--- src/rtl/la_pkg.sv ---
// Shared logic-analyzer definitions used by the capture, buffering and readout blocks.
`timescale 1ns/1ps
package la_pkg;

    localparam int SAMPLE_W_DEFAULT   = 8;
    localparam int FIFO_DEPTH_DEFAULT = 16;

endpackage

--- src/rtl/sample_fifo_if.sv ---
// Sample buffer handshake and status bundle; the producer/reader side drives master, the buffer is slave.
`timescale 1ns/1ps
interface sample_fifo_if
    import la_pkg::*;
#(
    parameter int WIDTH = SAMPLE_W_DEFAULT,
    parameter int DEPTH = FIFO_DEPTH_DEFAULT
);

    localparam int AW = $clog2(DEPTH);

    logic             clr;
    logic             ring_mode;
    logic             wr_en;
    logic [WIDTH-1:0] wr_data;
    logic             wr_ready;
    logic             rd_en;
    logic [WIDTH-1:0] rd_data;
    logic             rd_valid;
    logic             full;
    logic             empty;
    logic [AW:0]      count;
    logic             overflow;

    modport master (
        output clr, ring_mode, wr_en, wr_data, rd_en,
        input  wr_ready, rd_data, rd_valid, full, empty, count, overflow
    );

    modport slave (
        input  clr, ring_mode, wr_en, wr_data, rd_en,
        output wr_ready, rd_data, rd_valid, full, empty, count, overflow
    );

endinterface

--- src/rtl/sample_fifo_mem.sv ---
// Simple dual-port sample array with synchronous write and a registered read port.
`timescale 1ns/1ps
module sample_fifo_mem #(
    parameter int WIDTH = 8,
    parameter int DEPTH = 16,
    parameter int AW    = $clog2(DEPTH)
) (
    input  logic             clk,
    input  logic             rst_n,
    input  logic             wr_en,
    input  logic [AW-1:0]    wr_addr,
    input  logic [WIDTH-1:0] wr_data,
    input  logic             rd_en,
    input  logic [AW-1:0]    rd_addr,
    output logic [WIDTH-1:0] rd_data
);

    logic [WIDTH-1:0] mem_r [DEPTH];
    logic [WIDTH-1:0] rd_data_r;

    // Storage array; never reset so flushes leave old contents in place.
    always_ff @(posedge clk) begin
        if (wr_en) begin
            mem_r[wr_addr] <= wr_data;
        end
    end

    // Read register; a read of the slot being written this cycle returns the old contents.
    always_ff @(posedge clk or negedge rst_n) begin
        if (!rst_n) begin
            rd_data_r <= {WIDTH{1'b0}};
        end else if (rd_en) begin
            rd_data_r <= mem_r[rd_addr];
        end
    end

    assign rd_data = rd_data_r;

endmodule

--- src/rtl/sample_fifo.sv ---
// Circular sample buffer with drop-or-overwrite full policy, registered read port and sticky overflow.
`timescale 1ns/1ps
module sample_fifo
    import la_pkg::*;
#(
    parameter int WIDTH = SAMPLE_W_DEFAULT,
    parameter int DEPTH = FIFO_DEPTH_DEFAULT
) (
    input  logic         clk,
    input  logic         rst_n,
    sample_fifo_if.slave bus
);

    localparam int          AW      = $clog2(DEPTH);
    localparam logic [AW:0] CNT_MAX = (AW+1)'(DEPTH);
    localparam logic [AW:0] CNT_ONE = (AW+1)'(1'b1);

    logic [AW-1:0] wr_ptr_r;
    logic [AW-1:0] rd_ptr_r;
    logic [AW:0]   count_r;
    logic [AW:0]   count_nxt_s;
    logic          full_r;
    logic          empty_r;
    logic          overflow_r;
    logic          rd_valid_r;

    logic          rd_accept_s;
    logic          wr_accept_s;
    logic          overwrite_s;
    logic          drop_s;
    logic          rd_adv_s;
    logic          mem_we_s;
    logic          mem_re_s;

    assign rd_accept_s = bus.rd_en & ~empty_r;
    assign wr_accept_s = bus.wr_en & (~full_r | rd_accept_s | bus.ring_mode);
    // Ring-mode write into a full buffer with no read pushes the oldest sample out.
    assign overwrite_s = wr_accept_s & full_r & ~rd_accept_s;
    assign drop_s      = bus.wr_en & ~wr_accept_s;
    assign rd_adv_s    = rd_accept_s | overwrite_s;
    assign mem_we_s    = wr_accept_s & ~bus.clr;
    assign mem_re_s    = rd_accept_s & ~bus.clr;

    // Single occupancy update covering write-only, read-only, both and neither.
    always_comb begin
        count_nxt_s = count_r;
        case ({wr_accept_s, rd_accept_s})
            2'b10: begin
                if (!full_r) begin
                    count_nxt_s = count_r + CNT_ONE;
                end else begin
                    count_nxt_s = count_r;
                end
            end
            2'b01:   count_nxt_s = count_r - CNT_ONE;
            default: count_nxt_s = count_r;
        endcase
    end

    // Pointers, occupancy, flags and read-valid pulse; clr flushes everything but memory and rd_data.
    always_ff @(posedge clk or negedge rst_n) begin
        if (!rst_n) begin
            wr_ptr_r   <= {AW{1'b0}};
            rd_ptr_r   <= {AW{1'b0}};
            count_r    <= {(AW+1){1'b0}};
            full_r     <= 1'b0;
            empty_r    <= 1'b1;
            overflow_r <= 1'b0;
            rd_valid_r <= 1'b0;
        end else if (bus.clr) begin
            wr_ptr_r   <= {AW{1'b0}};
            rd_ptr_r   <= {AW{1'b0}};
            count_r    <= {(AW+1){1'b0}};
            full_r     <= 1'b0;
            empty_r    <= 1'b1;
            overflow_r <= 1'b0;
            rd_valid_r <= 1'b0;
        end else begin
            if (wr_accept_s) begin
                wr_ptr_r <= wr_ptr_r + AW'(1'b1);
            end
            if (rd_adv_s) begin
                rd_ptr_r <= rd_ptr_r + AW'(1'b1);
            end
            if (drop_s | overwrite_s) begin
                overflow_r <= 1'b1;
            end
            count_r    <= count_nxt_s;
            full_r     <= (count_nxt_s == CNT_MAX);
            empty_r    <= (count_nxt_s == {(AW+1){1'b0}});
            rd_valid_r <= rd_accept_s;
        end
    end

    sample_fifo_mem #(
        .WIDTH (WIDTH),
        .DEPTH (DEPTH),
        .AW    (AW)
    ) u_mem (
        .clk     (clk),
        .rst_n   (rst_n),
        .wr_en   (mem_we_s),
        .wr_addr (wr_ptr_r),
        .wr_data (bus.wr_data),
        .rd_en   (mem_re_s),
        .rd_addr (rd_ptr_r),
        .rd_data (bus.rd_data)
    );

    assign bus.wr_ready = ~full_r | bus.ring_mode;
    assign bus.rd_valid = rd_valid_r;
    assign bus.full     = full_r;
    assign bus.empty    = empty_r;
    assign bus.count    = count_r;
    assign bus.overflow = overflow_r;

endmodule

--- src/flat_wrapper.sv ---
// flat-port wrapper written by rule: the top's interface ports become plain ports
module sample_fifo_flat import la_pkg::*;
#(
    parameter int WIDTH = SAMPLE_W_DEFAULT,
    parameter int DEPTH = FIFO_DEPTH_DEFAULT
)
  (clk, rst_n, bus_clr, bus_ring_mode, bus_wr_en, bus_wr_data, bus_rd_en, bus_wr_ready, bus_rd_data, bus_rd_valid, bus_full, bus_empty, bus_count, bus_overflow);
  sample_fifo_if #(.WIDTH(WIDTH), .DEPTH(DEPTH)) bus_i ();
  input  logic clk;
  input  logic rst_n;
  input wire logic [$bits(bus_i.clr)-1:0] bus_clr;
  input wire logic [$bits(bus_i.ring_mode)-1:0] bus_ring_mode;
  input wire logic [$bits(bus_i.wr_en)-1:0] bus_wr_en;
  input wire logic [$bits(bus_i.wr_data)-1:0] bus_wr_data;
  input wire logic [$bits(bus_i.rd_en)-1:0] bus_rd_en;
  output wire logic [$bits(bus_i.wr_ready)-1:0] bus_wr_ready;
  output wire logic [$bits(bus_i.rd_data)-1:0] bus_rd_data;
  output wire logic [$bits(bus_i.rd_valid)-1:0] bus_rd_valid;
  output wire logic [$bits(bus_i.full)-1:0] bus_full;
  output wire logic [$bits(bus_i.empty)-1:0] bus_empty;
  output wire logic [$bits(bus_i.count)-1:0] bus_count;
  output wire logic [$bits(bus_i.overflow)-1:0] bus_overflow;
  assign bus_i.clr = bus_clr;
  assign bus_i.ring_mode = bus_ring_mode;
  assign bus_i.wr_en = bus_wr_en;
  assign bus_i.wr_data = bus_wr_data;
  assign bus_i.rd_en = bus_rd_en;
  assign bus_wr_ready = bus_i.wr_ready;
  assign bus_rd_data = bus_i.rd_data;
  assign bus_rd_valid = bus_i.rd_valid;
  assign bus_full = bus_i.full;
  assign bus_empty = bus_i.empty;
  assign bus_count = bus_i.count;
  assign bus_overflow = bus_i.overflow;
  sample_fifo #(.WIDTH(WIDTH), .DEPTH(DEPTH)) u_core (.clk(clk), .rst_n(rst_n), .bus(bus_i));
endmodule
--- config.mk ---
export PLATFORM = sky130hd
export DESIGN_NAME = sample_fifo_flat
export DESIGN_NICKNAME = d
export VERILOG_FILES = /design/src/rtl/la_pkg.sv /design/src/rtl/sample_fifo_if.sv /design/src/rtl/sample_fifo_mem.sv /design/src/rtl/sample_fifo.sv /design/src/flat_wrapper.sv
export SDC_FILE = /design/constraint.sdc
export NUM_CORES = 1
export LEC_CHECK = 0
export ABC_AREA = 1
export ABC_CLOCK_PERIOD_IN_PS = 2400
export CAP_MARGIN = 0
export CORE_MARGIN = 5
export CORE_UTILIZATION = 55
export CTS_BUF_LIST = sky130_fd_sc_hd__clkbuf_8
export DETAILED_ROUTE_END_ITERATION = 12
export GPL_TIMING_DRIVEN = 0
export PLACE_DENSITY = 0.74
export SETUP_SLACK_MARGIN = 0.15
export SLEW_MARGIN = 25
export SYNTH_ARGS = -nofsm -noshare
export SYNTH_HDL_FRONTEND = slang
export SYNTH_HIERARCHICAL = 1
export SYNTH_SLANG_ARGS = --single-unit
--- constraint.sdc ---
create_clock -name clk -period 2.4 [get_ports clk]
set_input_delay 0.48 -clock clk [delete_from_list [all_inputs] [get_ports clk]]
set_output_delay 0.48 -clock clk [all_outputs]
set_load 0.05 [all_outputs]
==> results of run 1 <==
## what timing repair did
item                       4_1_cts  5_1_grt
resized for setup               16       19
hold buffers                     0        0
setup endpoints to repair      132      128
## registers in the layout (all words and copies together), names as in the netlist, 4 cells and up
name	cells
u_core/rd_ptr_r	4
u_core/u_mem/rd_data	8
u_core/wr_ptr_r	4
u_core/u_mem/mem_r	128
u_core/bus.count	5
## per-layer routing
metal | vias to the layer above | part of all wire | GRT usage
li1 | 2225 | - | -
met5 | - | 0 | 0
met3 | 22 | 0.077 | 0.0547
met2 | 164 | 0.50 | 0.352
met4 | 0 | 0.018 | 0.0659
met1 | 2208 | 0.41 | 0.301
## cell usage after synthesis
cell type / instances / area [µm²]
nand2_4: 1 / 11.3
clkinv_1: 1 / 3.75
a21oi_1: 4 / 20.0
nand2_2: 1 / 6.26
o21ai_0: 6 / 30.0
nor3_1: 2 / 10.0
nor2_2: 1 / 6.26
nand3_4: 1 / 17.5
and3_1: 1 / 6.26
a31oi_1: 2 / 12.5
nor2_1: 35 / 131
dfstp_2: 1 / 26.3
o211ai_2: 1 / 12.5
nor3_2: 1 / 10.0
nand4_1: 4 / 25.0
o21ai_2: 1 / 8.76
buf_6: 9 / 101
edfxtp_1: 128 / 3840
dfrtp_1: 24 / 601
nand2_1: 222 / 833
nand3_1: 123 / 616
xor2_1: 1 / 8.76
inv_2: 5 / 18.8
ha_1: 4 / 50.1
clkbuf_1: 1 / 3.75
xnor2_1: 1 / 8.76
buf_4: 8 / 60.1
inv_1: 23 / 86.3
buf_2: 4 / 20.0
clkbuf_8: 7 / 96.3
## power breakdown
part           leakage, µW  switching, µW  total, µW  internal, µW
Sequential         0.00148           68.2       3060          2990
Clock             0.000215            939       2070          1130
Combinational      0.00131           1110       1640           538
Total              0.00300           2110       6770          4660
## cells in the final DEF (no fill, tap or decap), drive strengths merged, types with 7 or more instances in the layout
| cell | n |
|---|---|
| buf | 22 |
| clkbuf | 25 |
| clkdlybuf4s50 | 25 |
| clkinv | 7 |
| dfrtp | 24 |
| edfxtp | 128 |
| inv | 31 |
| nand2 | 224 |
| nand3 | 124 |
| nor2 | 36 |
| o21ai | 7 |
## final cells by class
| class | instances | area, µm² |
|---|---|---|
| buffer | 29 | 282 |
| clock buffer | 17 | 234 |
| clock inverter | 15 | 200 |
| fill | 935 | 4260 |
| inverter | 29 | 109 |
| multi-input combinational | 412 | 1940 |
| sequential | 153 | 4470 |
| tap | 147 | 184 |
| timing repair buffer | 30 | 290 |
## worst max-delay path: cells and delay by family
kind	cells	cell delay, ns
buffers and inverters	2	0.58
AOI/OAI and AO/OA	1	0.10
and+or+nand+nor	4	1.10
## cells by family (layout without fill, tap and decap cells)
kind of cell    after synthesis  count (layout)  synth area share
fa+ha+maj                     4               4           0.00749
xor+xnor                      2               2           0.00262
buf+inv                      58             120            0.0584
compound gates               14              14            0.0125
simple gates                392             392             0.250
flops                       153             153             0.669
## worst max path at each step
stage	start	end	slack, ns	cells past startpoint
global route	bus_rd_en	u_core/u_mem/mem_r[7][5]	0.14	7
detailed placement	bus_rd_en	u_core/u_mem/mem_r[11][4]	-0.52	7
finish	bus_rd_en	u_core/u_mem/mem_r[2][7]	0.25	7
global placement	bus_rd_en	u_core/u_mem/mem_r[9][1]	-0.45	7
floorplan	u_core/bus.full	u_core/u_mem/mem_r[12][0]	0.13	6
CTS	bus_rd_en	u_core/u_mem/mem_r[11][0]	-0.03	7
## per-stage QoR
step           power [µW]  cells  hold WS (ns)
6_report             6770    832        0.0289
5_1_grt              7110    832        0.0470
4_1_cts              6820    832        0.0151
3_5_place_dp         4740    800         0.468
3_3_place_gp         4710    800         0.469
2_1_floorplan        4210    623         0.184
==> impl_metrics.csv, run 1 <==
group,metric,value,unit
worst_setup_path,start_kind,"primary input",
final_layout,syn2layout_area_growth,15.3,%
detailed_routing,via_count,4619,
detailed_routing,drt_pass1_iterations,5,
worst_setup_path,cp.required,2.52,ns
worst_setup_path,reg2reg_to,"u_core/u_mem/mem_r[2][7]",
global_routing,grt.overflow.total,0,
detailed_routing,wire_per_inst,18.2,µm
worst_setup_path,worst-setup-path-type,"primary input to flop",
min_path,hold_path_class,"primary input to async pin",
worst_setup_path,critical-path-max-stage-delay,0.47,ns
sta,skew,0.00676,ns
clock_network,cts-buffers-inserted,17,
clock_network,clkLatencyLatePin,0.44,ns
detailed_routing,ant_nets,0,
final_layout,postLayoutCellArea,7710,µm²
sta,setup_viol,0,
detailed_routing,drc_errors,0,
detailed_routing,via_per_inst,5.55,
final_layout,layout.nets,690,
run,maxCapViolCount,0,
power_and_ir_drop,max-vdd-ir-drop,0.000500,V
placement,dp_hpwl,10400,µm
sta,hold_viol_final,0,
synth,synth_cells,623,
global_routing,track_usage,0.220,
floorplanning,dieArea,14500,µm²
final_layout,fin_util,0.644,
sta,min_period,2.15,ns
sta,maxSlewViolCount,0,
detailed_routing,wl,15200,µm
run_status,outcome,"completed",
final_layout,drive_above_1_share,0.133,
clock_network,root_buffer,"clkbuf_8",
worst_setup_path,r2r_slack,0.34,ns
sta,rsz0062_at_grt,"no",
global_routing,antenna_found_initial,0,
sta,fin_crit_sh,0.897,
sta,setup_ws,0.248,ns
detailed_routing,drtIter0Drc,479,
placement,globalplace.congestion,1.02,
clock_network,cts_setup_buffers,0,
floorplanning,coreArea,12000,µm²
worst_setup_path,cp.arrival,2.27,ns
placement,numPortBuffers,30,
synth,ys_types,30,
clock_network,cts_tree,"yes",
sta,clock.fmax,0.465,GHz
clock_network,htree_levels,4,
synth,synth_area_per_cell,10.7,µm²
worst_setup_path,path_max_fanout,8,
clock_network,clock_sinks,153,
synth,synthesis.nets,641,
placement,place_area,7160,µm²
worst_setup_path,path_cells,"clkdlybuf4s50_1, nand2_2, inv_2, o21ai_2, nor2_2, nand2_1, nor2_4",
synth,synth-seq-cells,153,
global_routing,grt_max_degree,26,
power_and_ir_drop,p_leak,0.00300,µW
clock_network,cts_buffer_depth,2,
synth,yosysSeqAreaShare,0.669,
floorplanning,rows,40,
floorplanning,start_util,0.559,
clock_network,cts.reportedPaths.clkPinSlew,0.08,ns
sta,tns,0,ns
floorplanning,die_x,120,µm
worst_setup_path,r2r-start,"u_core/bus.full",
worst_setup_path,cpMaxStageDelayCell,"clkdlybuf4s50_1",
worst_setup_path,worstRegToRegCells,6,
global_routing,grt_pass1_vias,4335,
global_routing,grt_pass1_wl,23600,µm
power_and_ir_drop,powerDensity,879,nW/µm²
floorplanning,num_io_pins,32,
final_layout,diodes,0,
floorplanning,die_h,120,µm
placement,dp_slack,-0.516,ns
synth,syn_area,6690,µm²
synth,yosys_warnings,6,
sta,relSlewSlack,0.483,
worst_setup_path,cp-end-kind,"flop",
sta,tightestPinTransition,0.772,ns
(Power assumes the default switching activity.)
==> run 2: changes to the inputs <==
--- a/config.mk
+++ b/config.mk
@@ -5,8 +5,7 @@
 export SDC_FILE = /design/constraint.sdc
 export NUM_CORES = 1
 export LEC_CHECK = 0
-export ABC_AREA = 1
-export ABC_CLOCK_PERIOD_IN_PS = 2400
+export ABC_AREA = 0
 export CAP_MARGIN = 0
 export CORE_MARGIN = 5
 export CORE_UTILIZATION = 55
@@ -14,7 +13,7 @@
 export DETAILED_ROUTE_END_ITERATION = 12
 export GPL_TIMING_DRIVEN = 0
 export PLACE_DENSITY = 0.74
-export SETUP_SLACK_MARGIN = 0.15
+export SETUP_SLACK_MARGIN = 0.5
 export SLEW_MARGIN = 25
 export SYNTH_ARGS = -nofsm -noshare
 export SYNTH_HDL_FRONTEND = slang
==> run 2 against run 1 <==
Total power decreased by 5.6%; area after synthesis fell by 7.1%; hold slack lost 0.0024 ns; register-to-register slack improved by 0.13 ns; via count fell by 31%; cell area shrank 3.4%.
==> impl_metrics.csv, run 2 <==
group,metric,value,unit
detailed_routing,via_per_inst,5.95,
synth,yosys_warnings,6,
synth,ys_types,46,
final_layout,layout.nets,404,
clock_network,clkLatencyLatePin,0.44,ns
placement,numPortBuffers,30,
placement,globalplace.congestion,0.805,
synth,synth-seq-cells,153,
final_layout,syn2layout_area_growth,19.9,%
floorplanning,die_x,116,µm
sta,hold_viol_final,0,
final_layout,postLayoutCellArea,7440,µm²
synth,synth_xor_area_frac,0.0127,
sta,clock.fmax,0.512,GHz
power_and_ir_drop,p_leak,0.00248,µW
sta,relSlewSlack,0.602,
floorplanning,num_io_pins,32,
floorplanning,rows,38,
synth,ys.flop_type,"edfxtp_1",
synth,async_reset_ff_frac,0.163,
synth,yosys.area_share.simple,0.0570,
sta,tightestPinTransition,0.597,ns
synth,yosysSeqAreaShare,0.720,
clock_network,cts_buffer_depth,2,
final_layout,largest_reg_flops,128,
clock_network,cts_tree,"yes",
final_layout,final_cell_mix,"edfxtp_1 (128), mux4_2 (26), dfrtp_1 (23)",
final_layout,fin_util,0.681,
sta,min_period,1.95,ns
clock_network,cts-buffers-inserted,17,
worst_setup_path,cp.arrival,2.11,ns
detailed_routing,drt_pass1_iterations,4,
floorplanning,die_h,116,µm
global_routing,track_usage,0.196,
detailed_routing,via_count,3208,
run_status,outcome,"completed",
sta,setup_viol,0,
synth,synthesis.nets,343,
worst_setup_path,cp-end-kind,"flop",
clock_network,root_buffer,"clkbuf_8",
power_and_ir_drop,max-vdd-ir-drop,0.000621,V
synth,yosys.area_share.adder,0.00806,
placement,dp_hpwl,7780,µm
synth,synth_top_family_by_area,"multiplexers",
sta,fin_crit_sh,0.814,
synth,synth_area_leaders,"edfxtp_1 (62%), dfrtp_1 (9.7%), mux4_2 (9.4%)",
global_routing,grt.overflow.total,0,
synth,synth_top_area_cell,"edfxtp_1",
sta,setup_ws,0.445,ns
final_layout,fin_cells,539,
synth,netlist.area_leader.share,0.619,
final_layout,diodes,0,
min_path,hold_path_class,"primary input to async pin",
global_routing,grt_max_degree,26,
clock_network,cts.reportedPaths.clkPinSlew,0.09,ns
detailed_routing,wl,12000,µm
floorplanning,dieArea,13500,µm²
clock_network,cts_hold_buffers,0,
clock_network,htree_levels,4,
final_layout,largest-register,"u_core/u_mem/mem_r",
sta,rsz0062_at_grt,"yes",
run,maxCapViolCount,0,
synth,yosysMostFrequentCell,"edfxtp_1",
worst_setup_path,start_kind,"primary input",
floorplanning,start_util,0.568,
detailed_routing,drtIter0Drc,258,
global_routing,antenna_found_initial,0,
detailed_routing,wire_per_inst,22.3,µm
power_and_ir_drop,powerDensity,859,nW/µm²
synth,synth_area_per_cell,19.1,µm²
synth,synth_edf_count,128,
placement,place_area,6820,µm²
final_layout,layout_commonest_cell,"edfxtp_1",
sta,maxSlewViolCount,0,
synth,ys_top_cells_by_count,"edfxtp_1 (128), nor2_1 (32), mux4_2 (26), dfrtp_1 (24), mux2i_1 (9)",
worst_setup_path,worst-setup-path-type,"primary input to flop",
sta,skew,0.0109,ns
worst_setup_path,cp.required,2.56,ns
synth,synth_compound_area_frac,0.0423,
final_layout,drive_above_1_share,0.321,
worst_setup_path,path_max_fanout,8,
clock_network,clock_sinks,153,
placement,dp_slack,-0.524,ns
floorplanning,coreArea,10900,µm²
synth,synthMuxAreaShare,0.134,
global_routing,grt_pass1_vias,3408,
power_and_ir_drop,p_total,6390,µW
detailed_routing,drc_errors,0,
synth,synth_cells,325,
placement,dp.cells,495,
detailed_routing,ant_nets,0,
synth,syn_area,6210,µm²
global_routing,grt_pass1_wl,18900,µm
run 2: worst paths after layout:
path / start / end / slack [ns] / depth (start not counted)
max: bus_ring_mode / u_core/u_mem/mem_r[0][0] / 0.45 / 7
min: rst_n / u_core/bus.count[2] / 0.03 / 1
max reg2reg: u_core/bus.full / u_core/u_mem/mem_r[0][0] / 0.47 / 6
min reg2reg: u_core/bus.overflow / u_core/bus.overflow / 0.51 / 2
max in group asynchronous: rst_n / u_core/bus.full / 1.95 / 1
min in group clk: bus_clr / u_core/wr_ptr_r[1] / 0.42 / 2
run 2: worst max-delay path, stage by stage:
cell and delay (ns):
clkdlybuf4s50_1 0.49, or2b_4 0.14, o21ai_4 0.07, nor2_4 0.13
or3b_4 0.47, nor3_4 0.17, buf_12 0.16
run 2: report_power, final:
group	leakage (µW)	internal (µW)	switching [µW]
clock network	0.000211	1050	989
logic	0.000798	458	763
registers	0.00147	3000	127
run 2: cell families after synthesis:
kind of cell / count (synthesis)
and+or+nand+nor: 69
adders and majority gates: 4
buffers and inverters: 20
muxes: 41
xor gates and xnor gates: 9
DFF: 153
AOI/OAI and AO/OA: 29
run 2: timing repair:
item,4_1_cts,5_1_grt
buffers inserted,10,2
gates cloned,0,0
pin swaps,10,2
setup endpoints to repair,155,48
endpoints found under the hold margin,0,0
resized for setup,47,8
run 2: area by class of cell:
cell class | instances | area (µm²)
Fill cell | 706 | 3490
Tap cell | 140 | 175
Inverter | 3 | 11.3
Timing Repair Buffer | 42 | 452
Clock inverter | 15 | 188
Multi-Input combinational cell | 152 | 1750
Clock buffer | 17 | 234
Buffer | 17 | 159
Sequential cell | 153 | 4470
run 2: metal layers:
| layer | part of all wire | vias to the layer above | GRT usage |
|---|---|---|---|
| li1 | - | 1437 | - |
| met1 | 0.40 | 1634 | 0.262 |
| met2 | 0.51 | 120 | 0.322 |
| met3 | 0.069 | 17 | 0.0394 |
| met4 | 0.016 | 0 | 0.0773 |
| met5 | 0 | - | 0 |
run 2: through the flow:
step	setup TNS [ns]	hold slack (ns)
floorplan	0	0.184
global placement	-36.84	0.493
detailed placement	-41.43	0.487
CTS	0	0.0233
global route	0	0.0529
finish	0	0.0265
